## src/rtl/fib_pkg.sv

```systemverilog
// Shared types and constants for the fibonacci request scheduler.
// fib_ref is a plain iterative reference for use by models around the engine.
package fib_pkg;

  localparam int FIB_N_W = 4;
  localparam int FIB_W   = 10;

  typedef enum logic [1:0] {
    IDLE  = 2'd0,
    ISSUE = 2'd1,
    WAIT  = 2'd2,
    RESP  = 2'd3
  } ctrl_state_t;

  function automatic logic [FIB_W-1:0] fib_ref(input logic [FIB_N_W-1:0] n);
    logic [FIB_W-1:0] a;
    logic [FIB_W-1:0] b;
    logic [FIB_W-1:0] t;
    a = '0;
    b = FIB_W'(1);
    for (int i = 0; i < int'(n); i++) begin
      t = a + b;
      a = b;
      b = t;
    end
    return a;
  endfunction

endpackage

```

## src/rtl/fib_rr_pick.sv

```systemverilog
// Round-robin picker: first asserted request at or after ptr_i, wrapping modulo NUM_REQ.
// Purely combinational; ptr_i is always below NUM_REQ.
module fib_rr_pick
  import fib_pkg::*;
#(
  parameter int NUM_REQ = 4,
  parameter int IDW     = $clog2(NUM_REQ)
) (
  input  logic [NUM_REQ-1:0] req_i,
  input  logic [IDW-1:0]     ptr_i,
  output logic               any_o,
  output logic [IDW-1:0]     grant_o
);

  always_comb begin
    int idx;
    // NOTE: every output gets a default before the loop, so no path leaves a latch.
    any_o   = 1'b0;
    grant_o = '0;
    idx     = 0;
    // Scan from farthest to nearest so the nearest hit is the last write and wins.
    for (int k = NUM_REQ - 1; k >= 0; k--) begin
      idx = int'(ptr_i) + k;
      if (idx >= NUM_REQ) idx = idx - NUM_REQ;
      if (req_i[idx]) begin
        any_o   = 1'b1;
        grant_o = IDW'(idx);
      end
    end
  end

endmodule

```

## src/rtl/fib_sched.sv

```systemverilog
// Shares one fibonacci engine among NUM_REQ requesters: round-robin grant,
// start/done sequencing with a hang timeout, and an id-tagged valid/ready response.
module fib_sched
  import fib_pkg::*;
#(
  parameter int NUM_REQ = 4,
  parameter int TIMEOUT = 64,
  parameter int IDW     = $clog2(NUM_REQ)
) (
  input  logic                       clk,
  input  logic                       rst_n,
  input  logic [NUM_REQ-1:0]         req_valid,
  input  logic [NUM_REQ*FIB_N_W-1:0] req_n,
  output logic [NUM_REQ-1:0]         req_ready,
  output logic                       resp_valid,
  input  logic                       resp_ready,
  output logic [IDW-1:0]             resp_id,
  output logic [FIB_W-1:0]           resp_data,
  output logic                       resp_err,
  output logic                       eng_start,
  output logic [FIB_N_W-1:0]         eng_n,
  input  logic                       eng_ready,
  input  logic                       eng_done,
  input  logic [FIB_W-1:0]           eng_result,
  output logic                       busy
);

  localparam int CNT_W = $clog2(TIMEOUT);

  ctrl_state_t        state_q, state_d;
  logic [IDW-1:0]     rr_ptr_q, rr_ptr_d;
  logic [CNT_W-1:0]   cnt_q, cnt_d;
  logic [FIB_N_W-1:0] n_q, n_d;
  logic [IDW-1:0]     id_q, id_d;
  logic [FIB_W-1:0]   res_q, res_d;
  logic               err_q, err_d;
  logic               start_q, start_d;
  logic               rvalid_q, rvalid_d;

  logic               pick_any;
  logic [IDW-1:0]     pick_id;
  logic               grant;

  fib_rr_pick #(
    .NUM_REQ (NUM_REQ),
    .IDW     (IDW)
  ) u_pick (
    .req_i   (req_valid),
    .ptr_i   (rr_ptr_q),
    .any_o   (pick_any),
    .grant_o (pick_id)
  );

  assign grant = (state_q == IDLE) && eng_ready && pick_any;

  // Gated by rst_n so the grant stays low while reset is held, not just after the next edge.
  assign req_ready = (grant && rst_n) ? (NUM_REQ'(1) << pick_id) : '0;

  always_comb begin
    state_d  = state_q;
    rr_ptr_d = rr_ptr_q;
    cnt_d    = cnt_q;
    n_d      = n_q;
    id_d     = id_q;
    res_d    = res_q;
    err_d    = err_q;
    start_d  = 1'b0;
    rvalid_d = rvalid_q;
    case (state_q)
      IDLE: begin
        if (grant) begin
          n_d     = req_n[int'(pick_id)*FIB_N_W +: FIB_N_W];
          id_d    = pick_id;
          start_d = 1'b1;
          state_d = ISSUE;
        end
      end
      ISSUE: begin
        cnt_d   = '0;
        state_d = WAIT;
      end
      WAIT: begin
        cnt_d = cnt_q + CNT_W'(1);
        // A done arriving on the timeout cycle still counts as success.
        if (eng_done) begin
          res_d    = eng_result;
          err_d    = 1'b0;
          rvalid_d = 1'b1;
          state_d  = RESP;
        end else if (cnt_q == CNT_W'(TIMEOUT - 1)) begin
          res_d    = '0;
          err_d    = 1'b1;
          rvalid_d = 1'b1;
          state_d  = RESP;
        end
      end
      RESP: begin
        if (resp_ready) begin
          rvalid_d = 1'b0;
          rr_ptr_d = (id_q == IDW'(NUM_REQ - 1)) ? '0 : id_q + IDW'(1);
          state_d  = IDLE;
        end
      end
      default: state_d = IDLE;
    endcase
  end

  // NOTE: state registers use non-blocking assignments so every flop samples pre-edge values.
  always_ff @(posedge clk or negedge rst_n) begin
    if (!rst_n) begin
      state_q  <= IDLE;
      rr_ptr_q <= '0;
      cnt_q    <= '0;
      n_q      <= '0;
      id_q     <= '0;
      res_q    <= '0;
      err_q    <= 1'b0;
      start_q  <= 1'b0;
      rvalid_q <= 1'b0;
    end else begin
      state_q  <= state_d;
      rr_ptr_q <= rr_ptr_d;
      cnt_q    <= cnt_d;
      n_q      <= n_d;
      id_q     <= id_d;
      res_q    <= res_d;
      err_q    <= err_d;
      start_q  <= start_d;
      rvalid_q <= rvalid_d;
    end
  end

  assign eng_start  = start_q;
  assign eng_n      = n_q;
  assign resp_valid = rvalid_q;
  assign resp_id    = id_q;
  assign resp_data  = res_q;
  assign resp_err   = err_q;
  assign busy       = (state_q != IDLE);

endmodule
```

## config.mk

```make
export PLATFORM = sky130hd
export DESIGN_NAME = fib_sched
export DESIGN_NICKNAME = d
export VERILOG_FILES = /design/src/rtl/fib_pkg.sv /design/src/rtl/fib_rr_pick.sv /design/src/rtl/fib_sched.sv
export SDC_FILE = /design/constraint.sdc
export NUM_CORES = 1
export LEC_CHECK = 0
export CORE_AREA = 2 2 60 85
export CTS_CLUSTER_DIAMETER = 150
export DETAILED_ROUTE_END_ITERATION = 10
export DIE_AREA = 0 0 62 87
export GPL_ROUTABILITY_DRIVEN = 0
export SLEW_MARGIN = 25
export SYNTH_ARGS = -nofsm -noshare
export SYNTH_HDL_FRONTEND = slang
export SYNTH_SLANG_ARGS = --single-unit
```

## constraint.sdc

```tcl
create_clock -name clk -period 2.55 [get_ports clk]
set_input_delay 0.51 -clock clk [delete_from_list [all_inputs] [get_ports clk]]
set_output_delay 0.51 -clock clk [all_outputs]
set_load 0.02 [all_outputs]
```

* Word-level counts from Yosys, hierarchy flattened *
Index checks and enable logic that the tools add are counted.

storage, ports and cells
  output and inout bits = 24
  bits in read-only memories = 0
  bits in registers = 29
  RAM bits = 0
  memories kept = 0
  bits in latches = 0
  logic and storage cells = 90
  input port bits = 35

cells by class
  reductions and logical operators = 13
  $add $sub $neg = 9
  equality and inequality tests = 8
  multipliers = 0
  div/mod/pow operators = 0
  muxes and demuxes = 41
  shift-type cells = 2
  magnitude comparators = 8
  bitwise operators = 0

operator list
  kind                                                                 number
  less-than comparator 32 x 4 -> 1 bit (second input constant)         4
  two-way mux 32 bit                                                   4
  greater-or-equal comparator 32 x 4 -> 1 bit (second input constant)  3
  subtractor 32 x 4 -> 32 bit (second input constant)                  3
  two-way mux 10 bit                                                   2
  two-way mux 1 bit                                                    18
  two-way mux 2 bit                                                    9
  indexed part select 16 x 5 -> 4 bit                                  1
  case mux 6 bit (2 select lines)                                      1
  binary-select mux 1 bit (select 2 bit)                               4
  case mux 2 bit (4 select lines)                                      1
  nonzero test 2 bit                                                   4
  adder 2 x 2 -> 3 bit (second input constant)                         2
  adder 6 x 1 -> 6 bit (second input constant)                         1
  == test 2 bit (second input constant)                                3
  == test 6 bit (second input constant)                                1
  AND reduction 2 bit                                                  3
  AND reduction 3 bit                                                  2
  two-way mux 4 bit                                                    1
  inequality test 2 bit (second input constant)                        2
  << shifter 1 x 2 -> 4 bit (first input constant)                     1
  subtractor 2 x 3 -> 4 bit (second input constant)                    1
  adder 2 x 1 -> 3 bit (second input constant)                         1
  greater-or-equal comparator 2 x 3 -> 1 bit (second input constant)   1
  6 further kinds                                                      8

* Logic depth before layout (Yosys ltp) *
Gate-level depths: netlist (run 1).

  word-level depth = 13
  gate-level depth with buffers = 7
  gate-level depth less buffers = 7

* Hierarchy *
From an unflattened synthesis (run 1), not the netlist that was laid out.

unflattened totals
  cell total of the unflattened synthesis = 182
  area total of the unflattened synthesis = 1,760.4 um^2

modules (own cells, without submodules)
  module       times used  cells each  sequential area each (um^2)  area each (um^2)
  fib_sched    1           169         725.7                        1,682.9
  fib_rr_pick  1           13          0.0                          77.6

* Worst setup path before layout (run 1) *
OpenSTA, ideal clock, no wires.

  path type = input to output
  start point = in req_valid[2]
  end point = out req_ready[1]
  data required time = 2.040 ns
  path buffers = 1
  path slack = 0.297 ns
  arrival = 1.743 ns
  stages = 5
  cells stage by stage = mux2i_1 nor2_1 or3_4 buf_6 nor3_1

between the ends
  longest elaborated chain between the ends = 10
  elaborated cells between the ends (all ways) = 24
  those cells by class = shift (1); mux (21); reduce/logical (2)

RTL lines
  what                                                  RTL line           source
  start: declaration                                    fib_sched.sv:12    input logic [NUM_REQ-1:0] req_valid,
  binary-select mux 1 bit (select 2 bit)                fib_rr_pick.sv:25  if (req_i[idx]) begin
  two-way mux 1 bit (implied by the code) (2 in a row)  fib_rr_pick.sv:25
  two-way mux 1 bit (4 in a row)                        fib_rr_pick.sv:25
  logical AND 1 bit                                     fib_sched.sv:54    assign grant = (state_q == IDLE) && eng_ready && pick_any;
  logical AND 1 bit                                     fib_sched.sv:57    assign req_ready = (grant && rst_n) ? (NUM_REQ'(1) << pick_id) : '0;
  two-way mux 4 bit *                                   fib_sched.sv:57
  end: declaration                                      fib_sched.sv:14    output logic [NUM_REQ-1:0] req_ready,

Every way passes the cells marked *; elsewhere a longest branch is shown, timed or not. The select of a mux whose other input is x is not followed.

* Worst setup path after layout (run 1) *
  start point = in req_valid[1]
  end point = out req_ready[2]

The elaborated chain is that of the path after synthesis.

==> results of run 1 <==
-- cell families after synthesis --
group | Yosys count | synth area share (%)
AO/OA/AOI/OAI | 33 | 15.1
buffers and inverters | 19 | 5.53
flip-flops | 29 | 46.5
adder cells (fa/ha/maj) | 6 | 4.81
multiplexers | 8 | 5.29
AND/OR/NAND/NOR | 79 | 22.8
-- stage by stage --
stage / worst slack (ns) / hold WS [ns]
after floorplan: 0.297 / 0.214
after global placement: -0.406 / 0.450
after detailed placement: -0.434 / 0.456
after CTS: 0.0233 / 0.469
after global routing: 0.00302 / 0.498
final: 0.0594 / 0.463
-- final cells by class --
cell class                 count  area (sq um)  share of cell area [%]
inverter                      12          45.0                    1.92
tap                           64          80.1                    3.41
multi-input combinational    126           761                    32.4
clock inverter                 2          10.0                   0.426
clock buffer                   6          72.6                    3.09
sequential                    29           726                    30.9
timing repair buffer          70           653                    27.8
-- power by group through the flow --
stage	clock network [mW]	logic [mW]	registers, mW
after floorplan	0	0.596	0.926
after global placement	0	1.27	0.777
after detailed placement	0	1.28	0.786
after CTS	0.367	1.28	0.778
after global routing	0.391	1.40	0.805
final	0.355	1.26	0.774
-- worst register-to-register path, delay by kind of cell, from the launching register on --
family                 cells  cell delay, ns
AO/OA/AOI/OAI              2            0.56
flip-flops                 1            0.49
AND/OR/NAND/NOR            2            0.45
multiplexers               1            0.22
buffers and inverters      1            0.19
-- worst paths after layout --
check | from | slack [ns] | to
worst max-delay path | req_valid[1] | 0.06 | req_ready[2]
worst min-delay path | resp_data[8] | 0.46 | resp_data[8]
worst max register to register | rr_ptr_q[1] | 0.51 | eng_n[2]
worst min register to register | resp_data[8] | 0.46 | resp_data[8]
max in group asynchronous | rst_n | 1.58 | resp_data[9]
min in group asynchronous | rst_n | 0.70 | rr_ptr_q[0]
-- Yosys cell counts, types with 4 or more instances --
library cell,n
nor3_1,7
a211oi_1,4
clkbuf_1,5
o21ai_0,12
ha_1,6
nand3_1,17
inv_1,12
nand2_1,40
dfrtp_1,29
nor2_1,7
mux2i_1,6
a21oi_1,4
-- registers in the layout, indices dropped and copies added (netlist names) --
register / count
resp_data: 10
state_q: 2
resp_valid: 1
eng_start: 1
eng_n: 4
rr_ptr_q: 2
cnt_q: 6
resp_id: 2
resp_err: 1
-- routing by layer --
metal / up-vias / track usage, % / wire (um)
li1: 740 / - / -
met1: 663 / 18.1 / 1620
met2: 44 / 25.3 / 1860
met3: 5 / 3.42 / 268
met4: 0 / 5.22 / 58
met5: - / 0 / 0
-- timing repair --
action | 4_1_cts | 5_1_grt
setup endpoints to repair | 4 | 4
endpoints found under the hold margin | 0 | 0
buffers inserted | 0 | 0
gates resized for setup | 23 | 4
==> impl_metrics.py, run 1 <==
metrics = {
    "outcome": {
        "status": "finished, final reports clean",
    },
    "power": {
        "power_density_nw_per_um2": 1020,
        "sequentialPowerShare_pct": 32.4,
        "p_sw_share_pct": 40.4,
        "clock_power_share_pct": 14.8,
        "internal-power_mw": 1.42,
        "p_leak_nw": 1.08,
        "combinationalPowerShare_pct": 52.8,
        "power.total_mw": 2.39,
        "p_sw_uw": 967,
        "irDropWorstVdd_mv": 0.442,
    },
    "critical_path": {
        "crit_family": "simple AND/OR/NAND/NOR gates",
        "ff2ff_path_depth": 6,
        "cp_slowest_cell": "or4_4",
        "cp.buffers_inverters": 3,
        "start_kind": "input port",
        "worst_path_largest_cell_delay_ns": 0.56,
        "cp.arrival_ns": 1.98,
        "path_class": "input port to primary output",
        "cp_max_fo": 4,
        "cp-end-kind": "primary output",
        "worst-path-stages": 7,
        "cp.required_ns": 2.04,
        "crit_chain": "clkdlybuf4s50_1 -> or4_4 -> nand3_2 -> inv_1 -> nand2_2 -> nor3b_1 -> buf_4",
    },
    "die": {
        "die_h_um": 87,
        "die_area_sq_um": 5390,
        "die_x_um": 62,
        "io_pins": 59,
        "fp.coreArea_sq_um": 4690,
        "placementRows": 30,
        "initial_core_util_pct": 33.3,
    },
    "cts": {
        "cts_hold_buffers": 0,
        "cts_tree": "yes",
        "h-tree-depth": 2,
        "cts_root_buf": "clkbuf_8",
        "cts.sinks": 29,
        "clk_path_buf_depth": 2,
        "cts_buffers": 5,
        "clkTransAtPathRegs_ns": 0.06,
        "clock_latency_ns": 0.27,
    },
    "sta": {
        "fin_skew_ns": 0.00395,
        "slew-limit-headroom_pct": 71.9,
        "worst_pin_slew_ns": 0.411,
        "setup_viol_count_final": 0,
        "setup_tns_ns": 0,
        "slew_violations": 0,
        "max_freq_mhz": 402,
        "finalWorstPathRequiredPeriod_ns": 2.49,
        "period_share_pct": 97.7,
        "finalHoldViolCount": 0,
        "rsz0062_at_grt": "false",
    },
    "synthesis": {
        "synth_area_sq_um": 1560,
        "yosysTopAreaCellShare_pct": 46.5,
        "synth_ff_type": "dfrtp_1",
        "ys_types": 31,
        "syn-num-nets": 215,
        "seq_area_frac_synth_pct": 46.5,
        "synth_area_leaders": "dfrtp_1 46%, nand2_1 9.6%, nand3_1 5.4%, ha_1 4.8%, mux2i_1 3.8%",
        "synth_edf_count": 0,
        "synth_seq_cells": 29,
        "synth_warnings": 0,
        "yosysTopAreaCell": "dfrtp_1",
        "syn_area_per_cell_sq_um": 8.97,
        "synth_cells": 174,
        "async_flop_share_pct": 100,
    },
    "global_route": {
        "grt_pass1_vias": 1334,
        "grt_pass1_wl_um": 6090,
        "grt_usage_pct": 15.0,
        "antenna_found_initial": 0,
        "grt_overflow": 0,
        "grt_max_degree": 30,
    },
    "placed_design": {
        "portBuffers": 58,
        "place_area_sq_um": 2270,
        "dp_cells": 301,
        "place_hpwl_um": 2910,
    },
    "job": {
        "maxCapViolations": 0,
    },
    "min_path": {
        "hp-class": "register to register",
        "holdPathStages": 2,
    },
    "drt": {
        "remaining_drc_errors": 0,
        "dr_total_vias": 1452,
        "viasPerCell": 4.70,
        "avgRoutedWirePerCell_um": 12.3,
        "final_antenna_net_count": 0,
        "routed_wl_um": 3800,
        "drt_iter0_drc": 72,
        "dr.pass1.iters": 4,
    },
    "cells_and_area": {
        "fin_area_sq_um": 2350,
        "layout.nets": 285,
        "final_core_util_pct": 50.0,
        "fin_cells": 309,
        "fill_cells": 462,
        "area_growth_syn_to_layout_pct": 50.3,
        "diodes": 0,
        "mostFrequentLayoutCells": "51 x clkdlybuf4s50_1, 39 x nand2_1, 29 x dfrtp_1, 16 x nand3_1, 13 x buf_4",
        "final_common_cell": "clkdlybuf4s50_1",
        "layout-drive-gt1-share_pct": 12.7,
    },
}
(Power assumes the default switching activity.)
==> run 2: changes to the inputs <==
--- a/config.mk
+++ b/config.mk
@@ -6,7 +6,7 @@
 export NUM_CORES = 1
 export LEC_CHECK = 0
 export CORE_AREA = 2 2 60 85
-export CTS_CLUSTER_DIAMETER = 150
+export CTS_CLUSTER_DIAMETER = 30
 export DETAILED_ROUTE_END_ITERATION = 10
 export DIE_AREA = 0 0 62 87
 export GPL_ROUTABILITY_DRIVEN = 0
==> results of run 2 <==
Same layout as run 1: the final DEF is identical, and so are final timing and power.
